--- src/rtl/nn_config_pkg.sv ---
// -----------------------------------------------------------------------------
// nn_config_pkg
// Shared NPU configuration: network geometry, fixed-point format and the
// types used by the runtime weight/bias loader (opcodes, error codes,
// loader FSM states, command-header field positions).
// -----------------------------------------------------------------------------
package nn_config_pkg;

    // Fixed-point weight/bias format
    localparam int NN_DATA_WIDTH    = 16;
    localparam int WEIGHT_INT_WIDTH = 4;

    // Network geometry
    localparam int NN_NUM_LAYERS  = 5;
    localparam int INPUT_SIZE     = 784;
    localparam int L1_NEURONS     = 30;
    localparam int L2_NEURONS     = 30;
    localparam int L3_NEURONS     = 10;
    localparam int L4_NEURONS     = 10;
    localparam int L5_NEURONS     = 10;
    localparam int NN_MAX_NEURONS = 32;
    localparam int NN_MAX_WEIGHTS = 1024;

    // Neurons per layer and weights per neuron (index 0 = layer 1).
    // A neuron has one weight per output of the previous layer.
    localparam int LAYER_NEURONS_DEF [NN_NUM_LAYERS] =
        '{L1_NEURONS, L2_NEURONS, L3_NEURONS, L4_NEURONS, L5_NEURONS};
    localparam int LAYER_WEIGHTS_DEF [NN_NUM_LAYERS] =
        '{INPUT_SIZE, L1_NEURONS, L2_NEURONS, L3_NEURONS, L4_NEURONS};

    // Command header layout: [31:28] opcode, [27:24] layer, [23:16] neuron,
    // [15:0] payload word count
    localparam int HDR_OP_MSB     = 31;
    localparam int HDR_OP_LSB     = 28;
    localparam int HDR_LAYER_MSB  = 27;
    localparam int HDR_LAYER_LSB  = 24;
    localparam int HDR_NEURON_MSB = 23;
    localparam int HDR_NEURON_LSB = 16;
    localparam int HDR_COUNT_MSB  = 15;
    localparam int HDR_COUNT_LSB  = 0;

    typedef enum logic [3:0] {
        OP_WEIGHT = 4'd1,
        OP_BIAS   = 4'd2
    } loader_op_e;

    typedef enum logic [1:0] {
        ERR_NONE   = 2'd0,
        ERR_RANGE  = 2'd1,
        ERR_COUNT  = 2'd2,
        ERR_OPCODE = 2'd3
    } loader_err_e;

    typedef enum logic [1:0] {
        LD_IDLE  = 2'd0,
        LD_LOAD  = 2'd1,
        LD_DRAIN = 2'd2
    } loader_state_e;

    // Sticky error update: the first error recorded wins.
    function automatic loader_err_e sticky_err(input loader_err_e cur,
                                               input loader_err_e hit);
        return (cur == ERR_NONE) ? hit : cur;
    endfunction

endpackage

--- src/rtl/nn_load_tracker.sv ---
// -----------------------------------------------------------------------------
// nn_load_tracker
// Per-neuron load bookkeeping for the weight loader. Each real neuron owns a
// weights-loaded bit and a bias-loaded bit; all_loaded_o is the registered
// AND over every real neuron. Slots at or beyond a layer's neuron count are
// never built and read as "loaded" in the reduction.
//
// Ports:
//   clk, rst_n    clock, asynchronous active-low reset
//   clear_i       synchronous clear of all bits and of all_loaded_o
//   set_w_i       mark weights of (layer_i, neuron_i) as loaded
//   set_b_i       mark bias of (layer_i, neuron_i) as loaded
//   layer_i       target layer, 1-based
//   neuron_i      target neuron within the layer
//   all_loaded_o  every real neuron has weights and bias loaded
// -----------------------------------------------------------------------------
module nn_load_tracker
    import nn_config_pkg::*;
#(
    parameter int NUM_LAYERS                 = NN_NUM_LAYERS,
    parameter int MAX_NEURONS                = NN_MAX_NEURONS,
    parameter int LAYER_NEURONS [NUM_LAYERS] = LAYER_NEURONS_DEF
) (
    input  logic                             clk,
    input  logic                             rst_n,
    input  logic                             clear_i,
    input  logic                             set_w_i,
    input  logic                             set_b_i,
    input  logic [$clog2(NUM_LAYERS+1)-1:0]  layer_i,
    input  logic [$clog2(MAX_NEURONS)-1:0]   neuron_i,
    output logic                             all_loaded_o
);
    localparam int LW = $clog2(NUM_LAYERS + 1);
    localparam int NW = $clog2(MAX_NEURONS);

    logic [NUM_LAYERS-1:0] layer_done;
    logic                  all_loaded_q;

    genvar gi, gj;
    generate
        for (gi = 0; gi < NUM_LAYERS; gi++) begin : g_layer
            logic [MAX_NEURONS-1:0] neuron_done;

            for (gj = 0; gj < MAX_NEURONS; gj++) begin : g_neuron
                if (gj < LAYER_NEURONS[gi]) begin : g_real
                    logic w_q;
                    logic b_q;
                    logic hit;

                    assign hit = (layer_i == LW'(gi + 1)) && (neuron_i == NW'(gj));

                    always_ff @(posedge clk or negedge rst_n) begin
                        if (!rst_n) begin
                            w_q <= 1'b0;
                            b_q <= 1'b0;
                        end else if (clear_i) begin
                            w_q <= 1'b0;
                            b_q <= 1'b0;
                        end else begin
                            // Reloads leave an already-set bit set
                            if (set_w_i && hit) w_q <= 1'b1;
                            if (set_b_i && hit) b_q <= 1'b1;
                        end
                    end

                    assign neuron_done[gj] = w_q & b_q;
                end else begin : g_unused
                    assign neuron_done[gj] = 1'b1;
                end
            end

            assign layer_done[gi] = &neuron_done;
        end
    endgenerate

    // Registered reduction: rises the cycle after the bit that completes
    // the model is set, i.e. one cycle after the final write strobe.
    always_ff @(posedge clk or negedge rst_n) begin
        if (!rst_n) begin
            all_loaded_q <= 1'b0;
        end else if (clear_i) begin
            all_loaded_q <= 1'b0;
        end else begin
            all_loaded_q <= &layer_done;
        end
    end

    assign all_loaded_o = all_loaded_q;

endmodule

--- src/rtl/nn_weight_loader.sv ---
// -----------------------------------------------------------------------------
// nn_weight_loader
// Runtime weight/bias loader. Consumes a 32-bit valid/ready command stream of
// headers (opcode/layer/neuron/count) each followed by `count` payload words,
// validates each header against the layer geometry, issues one registered
// write per payload word and tracks which neurons are fully loaded.
// With PRETRAINED=1 the loader is inert: never ready, no writes, all_loaded=1.
//
// Ports:
//   clk, rst_n   clock, asynchronous active-low reset
//   clear        synchronous: clears load bitmap and err, FSM back to idle
//   in_valid     command word valid
//   in_ready     loader accepts a word (always 1 after reset, unless PRETRAINED)
//   in_data      header or payload word
//   wr_en        weight memory write strobe (1-cycle pulse)
//   bias_wr_en   bias register write strobe (1-cycle pulse)
//   wr_layer     target layer, 1-based
//   wr_neuron    target neuron
//   wr_addr      weight index (0 for bias)
//   wr_data      payload word, low DATA_WIDTH bits
//   err          sticky error: 0 none, 1 bad layer/neuron, 2 bad count, 3 bad opcode
//   all_loaded   every neuron has weights and bias loaded
// -----------------------------------------------------------------------------
module nn_weight_loader
    import nn_config_pkg::*;
#(
    parameter bit PRETRAINED                 = 1'b0,
    parameter int DATA_WIDTH                 = NN_DATA_WIDTH,
    parameter int NUM_LAYERS                 = NN_NUM_LAYERS,
    parameter int MAX_NEURONS                = NN_MAX_NEURONS,
    parameter int MAX_WEIGHTS                = NN_MAX_WEIGHTS,
    parameter int LAYER_NEURONS [NUM_LAYERS] = LAYER_NEURONS_DEF,
    parameter int LAYER_WEIGHTS [NUM_LAYERS] = LAYER_WEIGHTS_DEF
) (
    input  logic                             clk,
    input  logic                             rst_n,
    input  logic                             clear,
    input  logic                             in_valid,
    output logic                             in_ready,
    input  logic [31:0]                      in_data,
    output logic                             wr_en,
    output logic                             bias_wr_en,
    output logic [$clog2(NUM_LAYERS+1)-1:0]  wr_layer,
    output logic [$clog2(MAX_NEURONS)-1:0]   wr_neuron,
    output logic [$clog2(MAX_WEIGHTS)-1:0]   wr_addr,
    output logic [DATA_WIDTH-1:0]            wr_data,
    output logic [1:0]                       err,
    output logic                             all_loaded
);
    localparam int LW = $clog2(NUM_LAYERS + 1);
    localparam int NW = $clog2(MAX_NEURONS);
    localparam int AW = $clog2(MAX_WEIGHTS);

    // ---------------------------------------------------------------- state
    loader_state_e          state_q, state_d;
    logic [15:0]            remaining_q, remaining_d;
    logic [AW-1:0]          addr_q, addr_d;
    logic [LW-1:0]          layer_q, layer_d;
    logic [NW-1:0]          neuron_q, neuron_d;
    logic                   is_bias_q, is_bias_d;
    loader_err_e            err_q, err_d;
    logic                   in_ready_q;

    logic                   wr_en_q, wr_en_d;
    logic                   bias_wr_en_q, bias_wr_en_d;
    logic [LW-1:0]          wr_layer_q, wr_layer_d;
    logic [NW-1:0]          wr_neuron_q, wr_neuron_d;
    logic [AW-1:0]          wr_addr_q, wr_addr_d;
    logic [DATA_WIDTH-1:0]  wr_data_q, wr_data_d;

    logic                   set_w;
    logic                   set_b;
    logic                   trk_all_loaded;

    // A pretrained build ignores clear so err/bitmap stay at reset values.
    logic                   clear_eff;
    logic                   beat;

    assign clear_eff = clear && !PRETRAINED;
    assign beat      = in_valid && in_ready_q;

    // --------------------------------------------------------- header decode
    logic [3:0]   hdr_op;
    logic [3:0]   hdr_layer;
    logic [7:0]   hdr_neuron;
    logic [15:0]  hdr_count;
    logic         hdr_layer_ok;
    int           hdr_neurons;
    int           hdr_weights;
    loader_err_e  hdr_err;

    assign hdr_op     = in_data[HDR_OP_MSB:HDR_OP_LSB];
    assign hdr_layer  = in_data[HDR_LAYER_MSB:HDR_LAYER_LSB];
    assign hdr_neuron = in_data[HDR_NEURON_MSB:HDR_NEURON_LSB];
    assign hdr_count  = in_data[HDR_COUNT_MSB:HDR_COUNT_LSB];

    // Look up geometry of the addressed layer; an out-of-range layer leaves
    // hdr_layer_ok low and the geometry at 0.
    always_comb begin
        hdr_layer_ok = 1'b0;
        hdr_neurons  = 0;
        hdr_weights  = 0;
        for (int i = 0; i < NUM_LAYERS; i++) begin
            if (int'(hdr_layer) == i + 1) begin
                hdr_layer_ok = 1'b1;
                hdr_neurons  = LAYER_NEURONS[i];
                hdr_weights  = LAYER_WEIGHTS[i];
            end
        end
    end

    // First failing check wins: opcode, then range, then count.
    always_comb begin
        hdr_err = ERR_NONE;
        if (hdr_op != OP_WEIGHT && hdr_op != OP_BIAS) begin
            hdr_err = ERR_OPCODE;
        end else if (!hdr_layer_ok || int'(hdr_neuron) >= hdr_neurons) begin
            hdr_err = ERR_RANGE;
        end else if (hdr_op == OP_WEIGHT && int'(hdr_count) != hdr_weights) begin
            hdr_err = ERR_COUNT;
        end else if (hdr_op == OP_BIAS && hdr_count != 16'd1) begin
            hdr_err = ERR_COUNT;
        end
    end

    // ------------------------------------------------------------ FSM (comb)
    always_comb begin
        state_d      = state_q;
        remaining_d  = remaining_q;
        addr_d       = addr_q;
        layer_d      = layer_q;
        neuron_d     = neuron_q;
        is_bias_d    = is_bias_q;
        err_d        = err_q;
        wr_en_d      = 1'b0;
        bias_wr_en_d = 1'b0;
        wr_layer_d   = wr_layer_q;
        wr_neuron_d  = wr_neuron_q;
        wr_addr_d    = wr_addr_q;
        wr_data_d    = wr_data_q;
        set_w        = 1'b0;
        set_b        = 1'b0;

        if (clear_eff) begin
            // Any same-cycle beat is dropped
            state_d     = LD_IDLE;
            remaining_d = 16'd0;
            err_d       = ERR_NONE;
        end else if (beat) begin
            unique case (state_q)
                LD_IDLE: begin
                    if (hdr_err == ERR_NONE) begin
                        state_d     = LD_LOAD;
                        remaining_d = hdr_count;
                        addr_d      = '0;
                        layer_d     = LW'(hdr_layer);
                        neuron_d    = NW'(hdr_neuron);
                        is_bias_d   = (hdr_op == OP_BIAS);
                    end else begin
                        err_d = sticky_err(err_q, hdr_err);
                        // A rejected header still owns its payload words
                        if (hdr_count != 16'd0) begin
                            state_d     = LD_DRAIN;
                            remaining_d = hdr_count;
                        end
                    end
                end
                LD_LOAD: begin
                    wr_en_d      = !is_bias_q;
                    bias_wr_en_d = is_bias_q;
                    wr_layer_d   = layer_q;
                    wr_neuron_d  = neuron_q;
                    wr_addr_d    = addr_q;
                    wr_data_d    = in_data[DATA_WIDTH-1:0];
                    addr_d       = addr_q + AW'(1);
                    remaining_d  = remaining_q - 16'd1;
                    if (remaining_q == 16'd1) begin
                        state_d = LD_IDLE;
                        set_w   = !is_bias_q;
                        set_b   = is_bias_q;
                    end
                end
                LD_DRAIN: begin
                    remaining_d = remaining_q - 16'd1;
                    if (remaining_q == 16'd1) begin
                        state_d = LD_IDLE;
                    end
                end
                default: begin
                    state_d = LD_IDLE;
                end
            endcase
        end
    end

    // ------------------------------------------------------------- registers
    always_ff @(posedge clk or negedge rst_n) begin
        if (!rst_n) begin
            state_q      <= LD_IDLE;
            remaining_q  <= 16'd0;
            addr_q       <= '0;
            layer_q      <= '0;
            neuron_q     <= '0;
            is_bias_q    <= 1'b0;
            err_q        <= ERR_NONE;
            in_ready_q   <= 1'b0;
            wr_en_q      <= 1'b0;
            bias_wr_en_q <= 1'b0;
            wr_layer_q   <= '0;
            wr_neuron_q  <= '0;
            wr_addr_q    <= '0;
            wr_data_q    <= '0;
        end else begin
            state_q      <= state_d;
            remaining_q  <= remaining_d;
            addr_q       <= addr_d;
            layer_q      <= layer_d;
            neuron_q     <= neuron_d;
            is_bias_q    <= is_bias_d;
            err_q        <= err_d;
            in_ready_q   <= !PRETRAINED;
            wr_en_q      <= wr_en_d;
            bias_wr_en_q <= bias_wr_en_d;
            wr_layer_q   <= wr_layer_d;
            wr_neuron_q  <= wr_neuron_d;
            wr_addr_q    <= wr_addr_d;
            wr_data_q    <= wr_data_d;
        end
    end

    // ------------------------------------------------------- load tracking
    nn_load_tracker #(
        .NUM_LAYERS    (NUM_LAYERS),
        .MAX_NEURONS   (MAX_NEURONS),
        .LAYER_NEURONS (LAYER_NEURONS)
    ) u_tracker (
        .clk          (clk),
        .rst_n        (rst_n),
        .clear_i      (clear_eff),
        .set_w_i      (set_w),
        .set_b_i      (set_b),
        .layer_i      (layer_q),
        .neuron_i     (neuron_q),
        .all_loaded_o (trk_all_loaded)
    );

    // --------------------------------------------------------------- outputs
    assign in_ready   = in_ready_q;
    assign wr_en      = wr_en_q;
    assign bias_wr_en = bias_wr_en_q;
    assign wr_layer   = wr_layer_q;
    assign wr_neuron  = wr_neuron_q;
    assign wr_addr    = wr_addr_q;
    assign wr_data    = wr_data_q;
    assign err        = err_q;
    assign all_loaded = PRETRAINED ? 1'b1 : trk_all_loaded;

endmodule
--- config.mk ---
export PLATFORM = sky130hd
export DESIGN_NAME = nn_weight_loader
export DESIGN_NICKNAME = d
export VERILOG_FILES = /design/src/rtl/nn_config_pkg.sv /design/src/rtl/nn_load_tracker.sv /design/src/rtl/nn_weight_loader.sv
export SDC_FILE = /design/constraint.sdc
export NUM_CORES = 1
export LEC_CHECK = 0
export ABC_AREA = 1
export BUFFER_PORTS_ARGS = -buffer_cell sky130_fd_sc_hd__buf_2
export CAP_MARGIN = 0
export CORE_ASPECT_RATIO = 1.1
export CORE_MARGIN = 5
export CORE_UTILIZATION = 55
export CTS_BUF_LIST = sky130_fd_sc_hd__clkbuf_2 sky130_fd_sc_hd__clkbuf_4 sky130_fd_sc_hd__clkbuf_8
export DETAILED_ROUTE_END_ITERATION = 10
export GPL_TIMING_DRIVEN = 0
export HOLD_SLACK_MARGIN = 0.12
export PLACE_DENSITY_LB_ADDON = 0.12
export SLEW_MARGIN = 20
export SYNTH_ARGS = -nofsm -noshare
export SYNTH_HDL_FRONTEND = slang
export SYNTH_SLANG_ARGS = --single-unit
--- constraint.sdc ---
create_clock -name clk -period 2.2 [get_ports clk]
set_input_delay 0.33 -clock clk [delete_from_list [all_inputs] [get_ports clk]]
set_output_delay 0.33 -clock clk [all_outputs]
set_load 0.01 [all_outputs]
Yosys cells after proc, flatten, opt, wreduce, memory -nomap -nowiden
Index checks and enable logic that the tools add are counted.
Widths: inputs -> output; s select.

word-level totals
  word-level logic and storage cells = 1228
  flip-flop bits (word level) = 257
  input bits = 36

cells by class
  muxes and demuxes = 412
  reduce and logical (&&, ||, !) cells = 475
  order comparisons = 1
  add/subtract/negate cells = 2
  equality and inequality tests = 52
  bitwise gates (word level) = 91

operators by type and width
  operator               number
  $mux 1                 380
  $reduce_bool 2->1      184
  $logic_and 1x1->1      274
  $mux 32                7
  $and 1x1->1            90
  $reduce_and 90->1      1
  $eq 5x5->1 const B     14
  $mux 16                4
  $eq 5x4->1 const B     8
  $ge 9x32->1            1
  $ne 17x32->1           1
  $pmux 16 s2            1
  $mux 2                 14
  $eq 5x3->1 const B     4
  $mux 10                2
  $pmux 10 s2            1
  $eq 16x1->1 const B    1
  $ne 16x1->1 const B    1
  $reduce_bool 16->1     1
  $sub 16x1->16 const B  1
  $reduce_and 4->1       3
  $add 10x1->10 const B  1
  $eq 5x2->1 const B     2
  $mux 5                 2
  other kinds (24)       35

Depth between registers and ports, before layout
Gate-level depths: netlist of run 1.

  depth in word-level cells = 16
  gate-level depth with buffers = 17
  depth with buffers taken out = 17

Hierarchy
Synthesis of run 1 repeated with hierarchy kept, for this count alone.

second synthesis, totals
  cell total of the unflattened synthesis = 1415
  area total of the unflattened synthesis = 11972.7 um^2

modules (own cells, without submodules)
  module            cells an instance  area each (um^2)  instances
  nn_load_tracker   882                7816.2            1
  nn_weight_loader  533                4156.5            1

Worst setup path after synthesis of run 1
Ideal clock, no wire load.

  path kind = input-to-reg
  start point = input in_data[26]
  end point = register remaining_q[13]
  slack = 76 ps
  buffers on the path = 2
  stages = 15
  library setup time = 117 ps
  arrival = 2007 ps
  path through = nor2_4 -> nand2_2 -> o21bai_1 -> ha_1 -> nand2_1 -> nor3_1 -> nand2_1 -> nand4_2 -> inv_2 -> nand4_4 -> nand3_4 -> buf_8 -> buf_12 -> nand4_1 -> nand2_1

on the way
  longest elaborated chain between the ends = 16

ends and longest elaborated chain
  what                                                 RTL line                 source
  start, declared                                      nn_weight_loader.sv:40   input logic [31:0] in_data,
  branches (longest 9 deep; another with $ge 9x32->1)  --
  $mux 2 (*)                                           nn_weight_loader.sv:117  end else if (!hdr_layer_ok || int'(hdr_neuron) >= hdr_neurons) begin
  $mux 2 (*)                                           nn_weight_loader.sv:115  if (hdr_op != OP_WEIGHT && hdr_op != OP_BIAS) begin
  $logic_not 2->1 (*)                                  nn_weight_loader.sv:152  if (hdr_err == ERR_NONE) begin
  $mux 16                                              nn_weight_loader.sv:152
  $pmux 16 s2                                          nn_weight_loader.sv:150  unique case (state_q)
  $mux 16                                              nn_weight_loader.sv:149  end else if (beat) begin
  $mux 16                                              nn_weight_loader.sv:144  if (clear_eff) begin
  end signal, assigned                                 nn_weight_loader.sv:215  remaining_q <= remaining_d;
  end, declared                                        nn_weight_loader.sv:56   logic [15:0] remaining_q, remaining_d;

Mark *: on every way between the ends. The select of a mux whose other input is x is not followed.
A chain may end at the register's enable or synchronous reset.

Worst setup path after layout of run 1
  start point = register neuron_q[2]
  end point = register u_tracker.g_layer[1].g_neuron[7].g_real.b_q

on the way
  longest elaborated chain between the ends = 4

ends and longest elaborated chain
  what                         RTL line                 source
  start, declared              nn_weight_loader.sv:59   logic [NW-1:0] neuron_q, neuron_d;
  start signal, assigned       nn_weight_loader.sv:218  neuron_q <= neuron_d;
  $eq 5x3->1                   nn_load_tracker.sv:50    assign hit = (layer_i == LW'(gi + 1)) && (neuron_i == NW'(gj));
  $logic_and 1x1->1            nn_load_tracker.sv:50
  $logic_and 1x1->1            nn_load_tracker.sv:62    if (set_b_i && hit) b_q <= 1'b1;
  $reduce_bool 2->1 (no line)  --
  end signal, assigned         nn_load_tracker.sv:55    b_q <= 1'b0;
  end signal, assigned         nn_load_tracker.sv:58    b_q <= 1'b0;
  end signal, assigned         nn_load_tracker.sv:62
  end, declared                nn_load_tracker.sv:47    logic b_q;

Every way passes these cells.

==> flow_summary.toml, run 1 <==
[placed_design]
place.port_buffers = 74
gp_congestion = 0.942
dp_hpwl_um = 22100

[setup_path]
startpoint_type = "flip-flop"
crit_arrival_ns = 2.67
crit_buf_inv = 2
cp_cell_sequence = "inv_1 > nor2_1 > inv_1 > nor3_4 > nand2_1 > o2bb2ai_1"
end_kind = "flip-flop"
cpPeakStageDelay_ns = 0.48
setup.worst_path.class = "reg2reg"
crit_required_ns = 2.65
cp_common_cell = "inv_1"
critPathMaxFanout = 6
crit_slowest_cell = "nor3_4"
crit_family = "simple AND/OR/NAND/NOR gates"

[power_and_ir_drop]
clkPwrFrac_pct = 42.4
ir_drop_mv = 0.498
p_total_mw = 10.6
power_leakage_nw = 6.35
power.density_nw_per_um2 = 729
power.internal_mw = 7.76
pwr-share-comb_pct = 10.8
switchingPower_mw = 2.80
pwr-share-seq_pct = 46.8
p_sw_share_pct = 26.5

[yosys]
synthFlopType = "dfrtp_1"
synth_seq_cells = 257
synth_top_area_share_pct = 54.1
synth_cell_types = 49
synth_edf_count = 0
yosysMostFrequentCell = "dfrtp_1"
ys_warn_count = 0
yosysTopAreaCell = "dfrtp_1"
syn_nets = 1266
async_flop_share_pct = 100
syn_area_per_cell_um2 = 9.73
ys_top_cells_by_area = "dfrtp_1 (54%), o2bb2ai_1 (7.2%), nand2_1 (6.5%), inv_1 (4.7%), o22ai_1 (4.5%)"
ys_seq_area_share_pct = 54.1
syn_area_um2 = 11900
synth_common_cells = "dfrtp_1 (257), nand2_1 (207), inv_1 (150), o2bb2ai_1 (98), o22ai_1 (85)"
synth_cells = 1221

[clocking]
insertion_delay_ns = 0.56
clk_path_buf_depth = 3
cts_made_buffers = 44
clkSinkCount = 257
h-tree-depth = 2
cts_tree = "built"
clkTransAtPathRegs_ns = 0.06
clock_tree.root_cell = "clkbuf_8"

[detailed_routing]
via_count = 9971
wl_met2_um = 14700
drtIter0Drc = 940
wl_per_cell_um = 19.5
highest_layer = "met4"
firstDrtPassIters = 5
met1_length_um = 14600
drc_errors = 0
dr_wl_met3_um = 2750
routed_wl_um = 33200
avgViaCountPerCell = 5.85
postRouteAntennaNets = 0

[grt]
grt_max_degree = 99
grt_util_all_layers_pct = 26.9
grt_pass1_vias = 9759
grt_pass1_wl_um = 52400
overflow = 0
antenna_found_initial = 0

[layout]
layout.nets = 1426
fillers = 1680
syn2layout_area_growth_pct = 22.0
layout-drive-gt1-share_pct = 22.2
num_antenna_cells = 0

[timing]
rsz0062_at_grt = "yes"
period_needed_ns = 2.22
finalCritPeriodShare_pct = 101
worst_slack_ns = -0.0213
fmax_mhz = 450
maxSlewViolCount = 0
finClkSkew_ns = 0.0245
tightest_slew_ns = 0.860
setup_viol = 2
slew_headroom_pct = 42.4
hold_violations = 0
finalSetupTns_ns = -0.0282

[die]
core_area_um2 = 21300
die_h_um = 164
start_util_pct = 55.8
ios = 76
die-area_um2 = 24600
rows = 56
fp.dieW_um = 150

[min_path]
hp-class = "in2reg"

[status]
violations = "setup timing"
status = "finished, violations left"

[run]
maxCapViolations = 0
## stage by stage
stage               worst slack (ns)  hold WS [ns]  instances  utilization, %  cell area, um^2
floorplan                     0.0756        0.0344       1221               -            11900
global route                  -0.134         0.167       1703            68.0            14500
global placement               -3.77         0.459       1585            59.2            12600
detailed placement            -0.333         0.318       1589            59.8            12700
CTS                          0.00398         0.134       1688            65.2            13900
finish                       -0.0213         0.154       1703            68.0            14500
## cell usage in the layout (no fill, tap or decap), types with 7 or more instances in the layout
| cell | synthesis | final |
|---|---|---|
| buf_6 | 21 | 17 |
| o2bb2ai_1 | 98 | 87 |
| nor4_1 | 27 | 27 |
| a21oi_2 | 6 | 7 |
| nand2_1 | 207 | 205 |
| nor3_4 | 1 | 11 |
| nor2_2 | 3 | 7 |
| nand2_2 | 5 | 7 |
| clkbuf_1 | 37 | 34 |
| o22ai_1 | 85 | 68 |
| o2bb2ai_2 | 4 | 12 |
| o22ai_2 | 0 | 17 |
| ha_1 | 9 | 9 |
| nand4_1 | 63 | 63 |
| clkbuf_4 | 1 | 16 |
| o21ai_0 | 38 | 38 |
| nor3_1 | 26 | 14 |
| xor2_1 | 9 | 9 |
| nor2_1 | 59 | 54 |
| inv_1 | 150 | 149 |
| buf_2 | 3 | 76 |
| nand3_1 | 39 | 38 |
| a21oi_1 | 8 | 7 |
| buf_4 | 0 | 8 |
| clkbuf_8 | 0 | 56 |
| dlygate4sd3_1 | 0 | 21 |
| o21ai_1 | 9 | 9 |
| dfrtp_1 | 257 | 253 |
## layer usage
layer,vias to the layer above,GRT usage (%)
met1,4866,39.1
met4,0,8.86
met3,90,6.71
li1,4589,-
met5,-,0
met2,426,39.9
## tightest hold or removal path, stage by stage
cell	delay (ns)
buf_2	0.07
inv_1	0.07
o21ai_0	0.19
## cell type report
cell class / instances / area [um^2] / share of cell area [%]
Sequential cell: 257 / 6440 / 44.4
Multi-Input combinational cell: 745 / 4840 / 33.4
Clock buffer: 71 / 883 / 6.09
Timing Repair Buffer: 112 / 862 / 5.95
Inverter: 156 / 589 / 4.07
Buffer: 65 / 480 / 3.31
Tap cell: 290 / 363 / 2.50
Clock inverter: 7 / 43.8 / 0.302
## final timing paths
path	from	to	slack [ns]	depth (start not counted)
worst max-delay path	neuron_q[2]	u_tracker.g_layer[1].g_neuron[7].g_real.b_q	-0.02	6
worst min-delay path	in_data[0]	wr_data[0]	0.15	3
min in group asynchronous	rst_n	wr_addr[7]	0.32	2
max in group asynchronous	rst_n	u_tracker.g_layer[1].g_neuron[8].g_real.b_q	0.99	3
worst min register to register	wr_data[14]	wr_data[14]	0.48	2
worst max register to register	neuron_q[2]	u_tracker.g_layer[1].g_neuron[7].g_real.b_q	-0.02	6
## sequential cells by signal (all words and copies together), names as in the netlist, 5 cells and up
register,cells
wr_addr,10
wr_data,16
remaining_q,16
addr_q,10
u_tracker.g_layer.g_neuron.g_real.b_q,90
u_tracker.g_layer.g_neuron.g_real.w_q,90
wr_neuron,5
neuron_q,5
## power groups by stage
stage	Clock, mW	Sequential [mW]	Combinational (mW)
final	4.48	4.94	1.14
after global routing	4.79	4.95	1.29
after CTS	4.55	4.93	1.02
after detailed placement	0	5.01	0.984
after global placement	0	5.01	0.949
after floorplan	0	5.00	0.642
## cells by family after synthesis
logic type / count (synthesis) / share of synthesized area (%)
xor gates and xnor gates: 15 / 1.11
muxes: 6 / 0.569
and+or+nand+nor: 456 / 18.9
DFF: 257 / 54.1
buffers and inverters: 221 / 8.70
other: 1 / 0.0316
AOI/OAI and AO/OA: 256 / 15.6
adders and majority gates: 9 / 0.948
## repair_timing
action / 4_1_cts / 5_1_grt
endpoints found under the hold margin: 86 / 0
endpoints found under the setup margin: 21 / 186
setup buffers: 0 / 8
cloned: 0 / 7
hold buffers: 21 / 0
pin swaps: 0 / 5
resized for setup: 4 / 72
No activity file was read; power rests on OpenSTA's default activity.
==> run 2: changes to the inputs <==
--- a/config.mk
+++ b/config.mk
@@ -9,7 +9,6 @@
 export BUFFER_PORTS_ARGS = -buffer_cell sky130_fd_sc_hd__buf_2
 export CAP_MARGIN = 0
 export CORE_ASPECT_RATIO = 1.1
-export CORE_MARGIN = 5
 export CORE_UTILIZATION = 55
 export CTS_BUF_LIST = sky130_fd_sc_hd__clkbuf_2 sky130_fd_sc_hd__clkbuf_4 sky130_fd_sc_hd__clkbuf_8
 export DETAILED_ROUTE_END_ITERATION = 10
@@ -20,3 +19,4 @@
 export SYNTH_ARGS = -nofsm -noshare
 export SYNTH_HDL_FRONTEND = slang
 export SYNTH_SLANG_ARGS = --single-unit
+export TNS_END_PERCENT = 20
==> run 2 against run 1 <==
Net effect: the run now ends clean; register-to-register slack better by 0.06 ns; global-route usage is 3.0 points higher; core utilization is 1.8 points lower; die area is 9.9% lower; routed wire length is 3.1% lower; fmax is 2.9% higher; combinational power is 8% lower; clock skew is 0.0096 ns lower; non-clock buffer count is 12 lower; sequential share of layout area is 1.4 points higher; worst setup slack better by 0.062 ns; critical path depth is 1 lower; critical path type unchanged; critical endpoint is now u_tracker.g_layer[3].g_neuron[4].g_real.b_q; largest power group unchanged; highest routed layer unchanged.
==> flow_summary.toml, run 2 (synthesis results as in run 1) <==
[clocking]
insertion_delay_ns = 0.56
clock_tree.root_cell = "clkbuf_8"
h-tree-depth = 2
cts_tree = "built"
clk_path_buf_depth = 3
cts_made_buffers = 42
clkTransAtPathRegs_ns = 0.05
clkSinkCount = 257

[timing]
fmax_mhz = 463
finClkSkew_ns = 0.0149
hold_violations = 0
maxSlewViolCount = 0
slew_headroom_pct = 41.1
whs_ns = 0.137
period_needed_ns = 2.16
setup_viol = 0
tightest_slew_ns = 0.878
finalCritPeriodShare_pct = 98.2
rsz0062_at_grt = "yes"

[placed_design]
place.port_buffers = 74
gp_congestion = 0.952
dpl_cell_area_um2 = 12800
dp_cells = 1589
dp_hpwl_um = 22300

[die]
core_area_um2 = 21200
die-area_um2 = 22200
ios = 76
start_util_pct = 56.0
rows = 56
die_h_um = 156
fp.dieW_um = 142

[detailed_routing]
avgViaCountPerCell = 5.77
routed_wl_um = 32100
wl_per_cell_um = 19.1
postRouteAntennaNets = 0
via_count = 9726
drtIter0Drc = 854
drc_errors = 0
firstDrtPassIters = 5

[layout]
num_antenna_cells = 0
fillers = 1731
finalCoreUtilization_pct = 66.2
syn2layout_area_growth_pct = 18.3
largestRegisters = "u_tracker.g_layer.g_neuron.g_real.b_q x90, u_tracker.g_layer.g_neuron.g_real.w_q x90"
final_area_um2 = 14100
layout.nets = 1411
instances_no_fill = 1686
ff_latch_area_um2 = 6430
layout_commonest_cell = "dfrtp_1"
final_cell_mix = "dfrtp_1 (257), nand2_1 (206), inv_1 (150)"
layout-drive-gt1-share_pct = 19.1
multi_input_area_um2 = 4570

[setup_path]
cp_cell_sequence = "nor2_1 > inv_1 > nor3_2 > nand2_1 > o2bb2ai_1"
crit_family = "simple AND/OR/NAND/NOR gates"
crit_arrival_ns = 2.62
crit_slowest_cell = "nor3_2"
critPathMaxFanout = 6
crit_buf_inv = 1
startpoint_type = "flip-flop"
crit_required_ns = 2.66
cpPeakStageDelay_ns = 0.66
end_kind = "flip-flop"
setup.worst_path.class = "reg2reg"

[power_and_ir_drop]
power.density_nw_per_um2 = 747
power_leakage_nw = 6.12
ir_drop_mv = 0.469

[grt]
grt_util_all_layers_pct = 29.9
grt_max_degree = 98
grt_pass1_wl_um = 51100
antenna_found_initial = 0
grt_pass1_vias = 9562
overflow = 0

[min_path]
hp-class = "in2reg"

[status]
status = "finished clean"

[run]
maxCapViolations = 0
-- run 2: cell count changes in the layout (fill, tap and decap cells not counted), moves of 5 or more --
| cell | change |
|---|---|
| o22ai_1 | +17 |
| o22ai_2 | -17 |
| o2bb2ai_1 | +11 |
| clkbuf_4 | -9 |
| nor3_2 | +8 |
| o2bb2ai_2 | -8 |
| nor3_4 | -6 |
| buf_4 | -5 |
-- run 2: final cells by class --
cell class | instances | area share [%]
flip-flops and latches | 257 | 45.8
multi-input cells | 744 | 32.5
clock buffers | 65 | 6.10
repair buffers | 101 | 5.06
inverters | 156 | 4.19
plain buffers | 64 | 3.21
well taps | 290 | 2.58
clock inverters | 9 | 0.552
-- run 2: power breakdown --
group	internal (mW)	switching [mW]
Sequential	4.82	0.107
Clock	2.61	1.92
Combinational	0.353	0.695
Total	7.78	2.72
-- run 2: path summary, 6_finish.rpt --
| path | from | cells after the start | slack [ns] | endpoint |
|---|---|---|---|---|
| max | neuron_q[1] | 5 | 0.04 | u_tracker.g_layer[3].g_neuron[4].g_real.b_q |
| min | in_data[0] | 3 | 0.14 | wr_data[0] |
| max reg2reg | neuron_q[1] | 5 | 0.04 | u_tracker.g_layer[3].g_neuron[4].g_real.b_q |
| min reg2reg | wr_addr[7] | 2 | 0.48 | wr_addr[7] |
| max in group asynchronous | rst_n | 5 | 0.51 | u_tracker.g_layer[3].g_neuron[2].g_real.w_q |
| min in group asynchronous | rst_n | 2 | 0.26 | wr_addr[4] |
-- run 2: what timing repair did --
action	CTS	global route
endpoints found under the hold margin	118	0
gates resized for setup	6	17
hold buffers	20	0
setup endpoints to repair	30	126
cloned	0	2
pin swaps	0	4
buffers inserted	0	2
-- run 2: through the flow --
step	TNS, ns	power (mW)	setup WS, ns
6_report	0	10.5	0.0403
5_1_grt	-2.18	10.9	-0.0911
4_1_cts	0	10.5	0.00914
3_5_place_dp	-12.39	6.00	-0.387
3_3_place_gp	-988.89	5.96	-3.77
2_1_floorplan	0	5.64	0.0756
-- run 2: per-layer routing --
layer | vias to the layer above | part of all wire [%] | track usage, % | wire, um
met1 | 4766 | 45 | 43.5 | 14600
met5 | - | 0 | 0 | 0
met3 | 63 | 6.2 | 4.94 | 1990
met4 | 0 | 2.6 | 10.9 | 831
met2 | 346 | 46 | 45.1 | 14700
li1 | 4551 | - | - | -
-- run 2: worst reg2reg max path: cells and delay by family (launching register included) --
kind	cells	cell delay, ns
and+or+nand+nor	3	1.22
buffers and inverters	1	0.21
DFF	1	0.44
AOI/OAI and AO/OA	1	0.20
==> run 3: changes to the inputs <==
--- a/config.mk
+++ b/config.mk
@@ -6,6 +6,7 @@
 export NUM_CORES = 1
 export LEC_CHECK = 0
 export ABC_AREA = 1
+export ABC_CLOCK_PERIOD_IN_PS = 2200
 export BUFFER_PORTS_ARGS = -buffer_cell sky130_fd_sc_hd__buf_2
 export CAP_MARGIN = 0
 export CORE_ASPECT_RATIO = 1.1
==> constraint.sdc (replaced) <==
create_clock -name clk -period 2.2 [get_ports clk]
set_input_delay 0.66 -clock clk [delete_from_list [all_inputs] [get_ports clk]]
set_output_delay 0.66 -clock clk [all_outputs]
set_load 0.01 [all_outputs]
==> run 3 against run 2 <==
Net effect: the flow now finishes with violations (setup timing); clock power fell by 5.5%; critical path type unchanged; critical endpoint is now u_tracker.g_layer[3].g_neuron[4].g_real.w_q; clock skew up 0.0052 ns; cell count is 0.42% lower; combinational power is essentially flat; first-iteration DRC count is 18% lower; sequential cell count unchanged; die area stayed put.
==> flow_summary.toml, run 3 (synthesis results as in run 1) <==
[layout]
num_antenna_cells = 0
largestRegisters = "u_tracker.g_layer.g_neuron.g_real.b_q x90, u_tracker.g_layer.g_neuron.g_real.w_q x90"
layout_commonest_cell = "dfrtp_1"
ff_latch_area_um2 = 6430
fillers = 1761
layout-drive-gt1-share_pct = 20.9
syn2layout_area_growth_pct = 18.1
final_cell_mix = "dfrtp_1 (257), nand2_1 (201), inv_1 (147)"
layout.nets = 1404
multi_input_area_um2 = 4650

[clocking]
h-tree-depth = 2
clk_path_buf_depth = 3
clkTransAtPathRegs_ns = 0.06
clkSinkCount = 257
insertion_delay_ns = 0.54
clock_tree.root_cell = "clkbuf_8"
cts_tree = "built"
cts_made_buffers = 42

[setup_path]
cpPeakStageDelay_ns = 0.78
cp_cell_sequence = "nor2_1 > inv_1 > nor3_2 > nand2_1 > o2bb2ai_1"
setup.worst_path.class = "reg2reg"
crit_arrival_ns = 2.75
end_kind = "flip-flop"
crit_slowest_cell = "nor3_2"
r2r_cells = 5
startpoint = "neuron_q[1]"
worstReg2RegStart = "neuron_q[1]"
crit_required_ns = 2.66
critPathMaxFanout = 6
startpoint_type = "flip-flop"

[status]
violations = "setup timing"
status = "finished, violations left"

[timing]
rsz0062_at_grt = "yes"
setup_viol = 13
hold_violations = 0
fmax_mhz = 437
finalCritPeriodShare_pct = 104
finClkSkew_ns = 0.0201
tightest_slew_ns = 0.919
whs_ns = 0.404
period_needed_ns = 2.29
worst_slack_ns = -0.0908
maxSlewViolCount = 0
slew_headroom_pct = 38.4

[min_path]
hold_path_depth = 2
hp-class = "in2reg"
min_from = "in_data[13]"

[die]
start_util_pct = 56.0
ios = 76
die-area_um2 = 22200
die_h_um = 156
core_area_um2 = 21200
rows = 56
fp.dieW_um = 142

[power_and_ir_drop]
ir_drop_mv = 0.485
power_leakage_nw = 6.11
p_total_mw = 10.3
power.density_nw_per_um2 = 732

[detailed_routing]
drc_errors = 0
drtIter0Drc = 699
postRouteAntennaNets = 0
routed_wl_um = 32900
avgViaCountPerCell = 5.78
wl_per_cell_um = 19.6
firstDrtPassIters = 5
via_count = 9701

[run]
maxCapViolations = 0

[placed_design]
gp_congestion = 0.907
place.port_buffers = 74
dp_hpwl_um = 22600

[grt]
grt_max_degree = 100
antenna_found_initial = 0
grt_pass1_wl_um = 52000
overflow = 0
grt_pass1_vias = 9804
grt_util_all_layers_pct = 30.4
[run 3: cell types whose count changed in the layout (fill, tap and decap cells not counted), sizes merged]
cell / delta
clkbuf: +2
dlygate4sd3: -19
nand2: -1
buf: +11
clkinv: +3
inv: -2
bufinv: -1
[run 3: final cells by class]
type | count | share of cell area, %
Tap cell | 290 | 2.59
Timing Repair Buffer | 94 | 4.73
Inverter | 156 | 4.26
Clock inverter | 9 | 0.339
Multi-Input combinational cell | 743 | 33.1
Sequential cell | 257 | 45.8
Buffer | 65 | 3.25
Clock buffer | 65 | 5.88
[run 3: worst paths after layout]
path                                                                to  slack [ns]
max in group asynchronous                                       err[1]        0.34
max                        u_tracker.g_layer[3].g_neuron[4].g_real.w_q       -0.09
min in group asynchronous  u_tracker.g_layer[0].g_neuron[3].g_real.b_q        0.64
max reg2reg                u_tracker.g_layer[3].g_neuron[4].g_real.w_q       -0.09
min                                                        wr_data[13]        0.40
min reg2reg                                                      wr_en        0.47
[run 3: report_power, final]
part	leakage, nW	switching, mW	total, mW	internal (mW)
Sequential	3.54	0.108	4.93	4.82
Clock	0.470	1.89	4.27	2.39
Combinational	2.11	0.713	1.06	0.351
Total	6.11	2.71	10.3	7.56
[run 3: what timing repair did]
item	4_1_cts	5_1_grt
setup buffers	4	10
hold endpoints to repair	14	0
gates resized for setup	20	40
hold buffers	1	0
gates cloned	0	3
setup endpoints to repair	49	130
pin swaps	4	20
[run 3: critical path: cells and delay by family, from the launching register on]
kind | cells | cell delay (ns)
AO/OA/AOI/OAI | 1 | 0.18
buffers and inverters | 1 | 0.20
AND/OR/NAND/NOR | 3 | 1.40
flip-flops | 1 | 0.43
[run 3: through the flow]
step	area [um^2]	setup TNS, ns	std cells	util [%]	worst slack, ns
after detailed placement	12700	-29.26	1587	60.0	-0.758
final	14000	-0.764	1679	66.1	-0.0908
after floorplan	11900	-7.52	1221	-	-0.254
after global placement	12600	-1099.47	1585	59.4	-4.11
after CTS	13700	-0.105	1666	64.7	-0.0204
after global routing	14000	-2.05	1679	66.1	-0.124
[run 3: layer usage]
metal	track usage (%)	part of all wire, %	up-vias
met5	0	0	-
met4	12.7	3.7	0
met3	4.05	4.5	80
met2	51.7	50	307
met1	39.2	42	4777
li1	-	-	4537
